===== src/rtl/inst_encoder.sv =====
// MIPS32 instruction encoder that streams encoded words into IMEM starting at a base address.
// Define ENC_BRANCH_ABS_EN to treat BEQ/BNE immediates as absolute word targets.
module inst_encoder #(
    parameter int ADDR_W = 10,
    parameter int DEPTH  = 1024
) (
    input  logic              clk,
    input  logic              rst_n,
    input  logic              start,
    input  logic [ADDR_W-1:0] base_addr,
    input  logic              in_valid,
    output logic              in_ready,
    input  logic [4:0]        in_mnem,
    input  logic [4:0]        in_rs,
    input  logic [4:0]        in_rt,
    input  logic [4:0]        in_rd,
    input  logic [4:0]        in_shamt,
    input  logic [25:0]       in_imm,
    input  logic              in_last,
    output logic              imem_we,
    input  logic              imem_ready,
    output logic [ADDR_W-1:0] imem_addr,
    output logic [31:0]       imem_wdata,
    output logic              busy,
    output logic              done,
    output logic              err_illegal,
    output logic              err_overflow,
    output logic [ADDR_W:0]   word_count
);

    typedef enum logic [1:0] {S_IDLE, S_RUN, S_DONE} state_t;
    typedef enum logic [1:0] {F_R, F_I, F_J} fmt_t;
    typedef enum logic [4:0] {
        M_ADD, M_ADDU, M_SUB, M_SUBU, M_AND, M_OR, M_XOR, M_NOR, M_SLT, M_SLTU,
        M_SLL, M_SRL, M_SRA, M_SLLV, M_SRLV, M_SRAV, M_JR,
        M_ADDI, M_ADDIU, M_ANDI, M_ORI, M_XORI, M_LUI, M_LW, M_SW, M_BEQ, M_BNE,
        M_SLTI, M_SLTIU, M_J, M_JAL, M_ILLEGAL
    } mnem_t;

    localparam logic [ADDR_W-1:0] LAST_ADDR = ADDR_W'(DEPTH - 1);

    state_t      state;
    mnem_t       mnem;
    fmt_t        fmt;
    logic        out_last;
    logic        last_seen;
    logic        legal;
    logic [5:0]  op, funct;
    logic [4:0]  rs, rt, rd, sh;
    logic [15:0] imm16, br_imm;
    logic [31:0] enc_word;
    logic        fire, accept, load, end_hit, out_valid_nxt, go_done;

    assign mnem    = mnem_t'(in_mnem);
    assign fire    = imem_we & imem_ready;
    assign end_hit = fire & (imem_addr == LAST_ADDR);

    // Pass-through is blocked once the last word or the top address is in flight,
    // so no input is ever accepted that the session could not write.
    assign in_ready = (state == S_RUN) & ~last_seen &
                      (~imem_we | (imem_ready & (imem_addr != LAST_ADDR)));
    assign accept   = in_valid & in_ready;
    assign load     = accept & legal;

    assign out_valid_nxt = load | (imem_we & ~imem_ready);
    assign go_done       = end_hit | ((last_seen | (accept & in_last)) & ~out_valid_nxt);

`ifdef ENC_BRANCH_ABS_EN
    // A word accepted while the previous one drains lands one address further on.
    logic [ADDR_W-1:0] wr_addr_now;
    assign wr_addr_now = fire ? imem_addr + ADDR_W'(1) : imem_addr;
    assign br_imm      = 16'(in_imm[ADDR_W-1:0]) - 16'(wr_addr_now) - 16'd1;
`else
    assign br_imm = in_imm[15:0];
`endif

    // NOTE: every signal gets a default before the case so no latch is inferred.
    always_comb begin
        op    = 6'd0;
        funct = 6'd0;
        rs    = in_rs;
        rt    = in_rt;
        rd    = in_rd;
        sh    = 5'd0;
        imm16 = in_imm[15:0];
        fmt   = F_I;
        legal = 1'b1;
        case (mnem)
            M_ADD:   begin fmt = F_R; funct = 6'h20; end
            M_ADDU:  begin fmt = F_R; funct = 6'h21; end
            M_SUB:   begin fmt = F_R; funct = 6'h22; end
            M_SUBU:  begin fmt = F_R; funct = 6'h23; end
            M_AND:   begin fmt = F_R; funct = 6'h24; end
            M_OR:    begin fmt = F_R; funct = 6'h25; end
            M_XOR:   begin fmt = F_R; funct = 6'h26; end
            M_NOR:   begin fmt = F_R; funct = 6'h27; end
            M_SLT:   begin fmt = F_R; funct = 6'h2a; end
            M_SLTU:  begin fmt = F_R; funct = 6'h2b; end
            M_SLL:   begin fmt = F_R; funct = 6'h00; rs = 5'd0; sh = in_shamt; end
            M_SRL:   begin fmt = F_R; funct = 6'h02; rs = 5'd0; sh = in_shamt; end
            M_SRA:   begin fmt = F_R; funct = 6'h03; rs = 5'd0; sh = in_shamt; end
            M_SLLV:  begin fmt = F_R; funct = 6'h04; end
            M_SRLV:  begin fmt = F_R; funct = 6'h06; end
            M_SRAV:  begin fmt = F_R; funct = 6'h07; end
            M_JR:    begin fmt = F_R; funct = 6'h08; rt = 5'd0; rd = 5'd0; end
            M_ADDI:  op = 6'h08;
            M_ADDIU: op = 6'h09;
            M_ANDI:  op = 6'h0c;
            M_ORI:   op = 6'h0d;
            M_XORI:  op = 6'h0e;
            M_LUI:   begin op = 6'h0f; rs = 5'd0; end
            M_LW:    op = 6'h23;
            M_SW:    op = 6'h2b;
            M_BEQ:   begin op = 6'h04; imm16 = br_imm; end
            M_BNE:   begin op = 6'h05; imm16 = br_imm; end
            M_SLTI:  op = 6'h0a;
            M_SLTIU: op = 6'h0b;
            M_J:     begin fmt = F_J; op = 6'h02; end
            M_JAL:   begin fmt = F_J; op = 6'h03; end
            default: legal = 1'b0;
        endcase
        case (fmt)
            F_R:     enc_word = {6'd0, rs, rt, rd, sh, funct};
            F_J:     enc_word = {op, in_imm};
            default: enc_word = {op, rs, rt, imm16};
        endcase
    end

    // NOTE: sequential state uses non-blocking assignments only.
    always_ff @(posedge clk or negedge rst_n) begin
        if (!rst_n) begin
            state        <= S_IDLE;
            imem_we      <= 1'b0;
            imem_addr    <= '0;
            imem_wdata   <= '0;
            out_last     <= 1'b0;
            last_seen    <= 1'b0;
            busy         <= 1'b0;
            done         <= 1'b0;
            err_illegal  <= 1'b0;
            err_overflow <= 1'b0;
            word_count   <= '0;
        end else begin
            case (state)
                S_RUN: begin
                    if (fire) begin
                        word_count <= word_count + (ADDR_W+1)'(1);
                        if (!end_hit) imem_addr <= imem_addr + ADDR_W'(1);
                    end
                    if (load) begin
                        imem_we    <= 1'b1;
                        imem_wdata <= enc_word;
                        out_last   <= in_last;
                    end else if (fire) begin
                        imem_we <= 1'b0;
                    end
                    if (accept && !legal) err_illegal  <= 1'b1;
                    if (accept && in_last) last_seen   <= 1'b1;
                    if (end_hit && !out_last) err_overflow <= 1'b1;
                    if (go_done) begin
                        state <= S_DONE;
                        busy  <= 1'b0;
                        done  <= 1'b1;
                    end
                end
                default: begin
                    if (start) begin
                        state        <= S_RUN;
                        imem_addr    <= base_addr;
                        imem_we      <= 1'b0;
                        word_count   <= '0;
                        last_seen    <= 1'b0;
                        out_last     <= 1'b0;
                        err_illegal  <= 1'b0;
                        err_overflow <= 1'b0;
                        busy         <= 1'b1;
                        done         <= 1'b0;
                    end
                end
            endcase
        end
    end

endmodule

===== config.mk =====
export PLATFORM = sky130hd
export DESIGN_NAME = inst_encoder
export DESIGN_NICKNAME = d
export VERILOG_FILES = /design/src/rtl/inst_encoder.sv
export SDC_FILE = /design/constraint.sdc
export NUM_CORES = 1
export LEC_CHECK = 0
export ABC_AREA = 1
export BUFFER_PORTS_ARGS = -buffer_cell sky130_fd_sc_hd__clkbuf_2
export CAP_MARGIN = 20
export CORE_MARGIN = 8
export CORE_UTILIZATION = 25
export CTS_BUF_LIST = sky130_fd_sc_hd__clkbuf_4 sky130_fd_sc_hd__clkbuf_8 sky130_fd_sc_hd__clkbuf_16
export DETAILED_ROUTE_END_ITERATION = 10
export HOLD_SLACK_MARGIN = 0.02
export SYNTH_ARGS = -nofsm -noshare
export SYNTH_HDL_FRONTEND = slang
export SYNTH_SLANG_ARGS = --single-unit

===== constraint.sdc =====
create_clock -name clk -period 4.3 [get_ports clk]
set_input_delay 1.29 -clock clk [delete_from_list [all_inputs] [get_ports clk]]
set_output_delay 1.29 -clock clk [all_outputs]
set_load 0.02 [all_outputs]

==> impl_results.md <==
- Outcome: finished, final reports clean
- Quantity of hold-fixing buffers added after cts: 0
- Synthesized-area fraction occupied by ao, oa, aoi and oai cells: 14.7%
- Setup repair after global routing missed its margin: no
- Number of antenna violations at the first check in global routing: 0
- Post-synth cell types: 35
- Number of gates given a new drive strength after cts: 0
- Switching power as a share of total power: 42.1%
- Row count: 41
- Remaining antenna violation count after routing: 0
- Post-route setup slack: between 900 and 1000 ps
- GPL Wtd Cong: 0.912
- CP Data Required Time: around 3000 ps
- Post-synthesis mux area share: 0.313%
- Initial Utilization: 25.5%
- Category of the worst setup path launch point: primary input
- Post-detailed-placement cell area: roughly 4000 sq um
- Leakage component of the power: 2.33 nW
- Clock buffer count from CTS: 9
- Pre-Repair DR Iteration Count: 4
- Placeable core area: 12600 sq um
- Setup crit end kind: output port
- Buffers on Ports: approximately 120
- Cell Chain, Critical Path: clkbuf_2, nor2_1, nor3_1, nand2_1, inv_1, clkbuf_2
- Filler Cell Count: 1337
- Area of the die: 16700 sq um
- Arithmetic-cell share of the synthesized area counting full adders, half adders and majority gates: 0.782%
- CTS tree: yes
- Net Count, Synth: 501
- Area Growth Syn to Fin: 35.1%
- Library cell occupying the most area in the post-synthesis netlist: dfrtp_1
- Post-synthesis simple-gate area fraction: 30.4%
- Synthesized-area fraction occupied by xor and xnor cells: less than 1%
- Crit path time final: 3360 ps
- Via/cell ratio: 4.48
- Most prevalent standard cell on the critical path: clkbuf_2
- Overall power: 2.82 mW
- WL final: 10300 microns
- Kind of critical path: primary input to output port
- Initial DRC Count: ~230
- Relative contribution of sequential cells to total power: roughly a third
- Share of the yosys chip area belonging to registers: 46.1%
- Number of slew-limit violations in the final report: 0
- Number of nets at the end of the flow: 627
- Detailed placer's ending HPWL: 8180 microns
- FFs w/ async S/R, synth: 100%
- Final hold violation count: 0
- Maximum vdd drop: 0.205 mV
- Clock root buffer: clkbuf_16
- Number of flops mapped to enable cells by yosys: 0
- Internal Dissipation: 1.63 mW
- Startpoint of the tightest hold check path: out_last$_DFFE_PN0P_
- Overall overflow remaining after global route: 0
- Share of the clock period used by the worst path after layout: 78.1%
- Psw: 1.19 mW
- Clock-pin slew reported for the worst setup and hold paths after clock tree synthesis: 50 ps
- Storage cell area: 1480 sq um
- Setup TNS: 0 ps
- Ranking of synthesized cells by area: dfrtp_1 (46%), nand2_1 (18%), o21ai_0 (8.1%)
- Power per unit of standard cell area: ~650 nW/um^2
- Slowest stage delay, CP: 190 ps
- Worst-skew pair later-pin latency: ~330 ps
- Residual DRC: 0
- Via count of the first global-routing pass: 3277
- Mapped Area: 3200 sq um
- Warning count from the yosys run: 0
- Main combinational cell family by area after synthesis: simple AND/OR/NAND/NOR gates
- Crit path DAT: 2070 ps
- Number of instances in the synthesized netlist: 432
- Die span in y: 129 microns
- H-tree depth: 3
- Total of flip-flops plus latches after synthesis: 59
- Minimum setup slack among reg-to-reg paths: 1780 ps
- Clock sinks: 59
- Avg Synthesized Cell Area: 7.41 sq um
- Wire length of the first global-routing pass: 16700 microns
- Fraction of layout instances using a drive strength above 1: 28.4%
- Slew HR: 53.4%
- Hold Worst Slack: 458 ps
- Commonest register cell after synthesis: dfrtp_1
- Number of top-level pins: around 130
- Largest fanout on the critical path: 3
- Post-route design area: 4330 sq um
- Pin count of the biggest net entering global routing: 44
- Worst R2R Start: imem_addr[0]$_DFFE_PN0P_
- Total via count after detailed routing: 3295
- Combinational group share of total power: 40.0%
- Start point of the critical path: imem_ready
- Setup slack after placement: 954 ps
- Post-route clock skew: 6.40 ps
- Slew at the pin with the worst max-slew slack: ~700 ps
- Synth top area share: a little under half
- Area of the multi-input gates: roughly 1500 sq um
- Routed length per placed instance: 14.0 microns
- Diodes inserted: 0
- Tot GR Track Use: about 13%
- Number of max-cap violations: 0
- X dimension of the die: 129 microns
- Clock power frac: 27.1%
- Post-CTS setup-driven buffer insertion count: 0
- Clock buffer depth: 2
- Slowest-stage cell, CP: nor3_1
- Worst hold path class: flip-flop to flip-flop
- Final setup viols: 0
- Upper clock frequency limit: 298 MHz
-- critical path, delay by kind of cell --
family        cells  cell delay, ps
buf+inv           3             340
simple gates      3             440
-- per-layer routing --
metal	track usage [%]	part of all wire [%]	wire length (microns)
met1	15.7	45	4570
met2	19.9	46	4680
met3	4.19	7.5	767
met4	5.87	2.4	248
met5	0	0	0
-- synth_stat cells, types with 4 or more instances --
cell and number:
a21oi_1 12, a22oi_1 6, buf_2 4, clkbuf_1 6, dfrtp_1 59, inv_1 34
nand2_1 150, nand3_1 23, nand4_1 4, nor2_1 30, nor3_1 9, o21ai_0 52
-- placed cells by master, fill, tap and decap left out, types with 3 or more instances in the layout --
master | netlist | layout
a21oi_1 | 12 | 12
a22oi_1 | 6 | 6
a31oi_1 | 3 | 3
and3_1 | 3 | 3
buf_4 | 3 | 5
clkbuf_16 | 0 | 9
clkbuf_2 | 0 | 124
clkinvlp_4 | 0 | 3
dfrtp_1 | 59 | 59
inv_1 | 34 | 34
nand2_1 | 150 | 150
nand2_2 | 3 | 3
nand3_1 | 23 | 23
nand4_1 | 4 | 4
nor2_1 | 30 | 30
nor2_2 | 3 | 3
nor2_4 | 3 | 3
nor3_1 | 9 | 9
o21ai_0 | 52 | 52
o21ai_1 | 3 | 3
-- per-stage QoR --
stage          utilization (%)  cells
2_1_floorplan                -    432
3_3_place_gp              31.7    718
3_5_place_dp              31.7    718
4_1_cts                   34.3    734
5_1_grt                   34.4    735
6_report                  34.4    735
-- registers in the layout (all words and copies together) (netlist names) --
name and cells:
done 1, err_illegal 1, err_overflow 1, imem_addr 10
imem_wdata 31, imem_we 1, last_seen 1, out_last 1
state 1, word_count 11
-- path summary, 6_finish.rpt --
| path | end | depth (start not counted) |
|---|---|---|
| worst max-delay path | in_ready | 6 |
| worst min-delay path | err_overflow$_DFFE_PN0P_ | 1 |
| worst max register to register | imem_wdata[29]$_DFFE_PN0P_ | 10 |
| worst min register to register | err_overflow$_DFFE_PN0P_ | 1 |
| max in group asynchronous | imem_we$_DFFE_PN0P_ | 2 |
| min in group asynchronous | imem_addr[3]$_DFFE_PN0P_ | 1 |
-- cell families after synthesis --
| kind of cell | Yosys count |
|---|---|
| XOR/XNOR | 2 |
| AND/OR/NAND/NOR | 231 |
| multiplexers | 1 |
| other | 1 |
| AO/OA/AOI/OAI | 85 |
| flip-flops | 59 |
| adder cells (fa/ha/maj) | 2 |
| buffers and inverters | 51 |
-- final cells by class --
type / count / area share (%)
inverter: 36 / 3.12
sequential: 59 / 34.1
tap: 172 / 4.98
clock buffer: 9 / 5.21
clock inverter: 7 / 2.14
multi-input combinational: 322 / 34.7
timing repair buffer: 130 / 15.7
-- power groups by stage --
stage          clock network [mW]  logic (mW)  registers, mW
6_report                    0.764        1.13          0.927
5_1_grt                     0.807        1.27          0.958
4_1_cts                     0.786        1.15          0.927
3_5_place_dp                    0        1.15          0.932
3_3_place_gp                    0        1.14          0.931
2_1_floorplan                   0       0.512           1.15
Power figures use the tool's default switching activity.
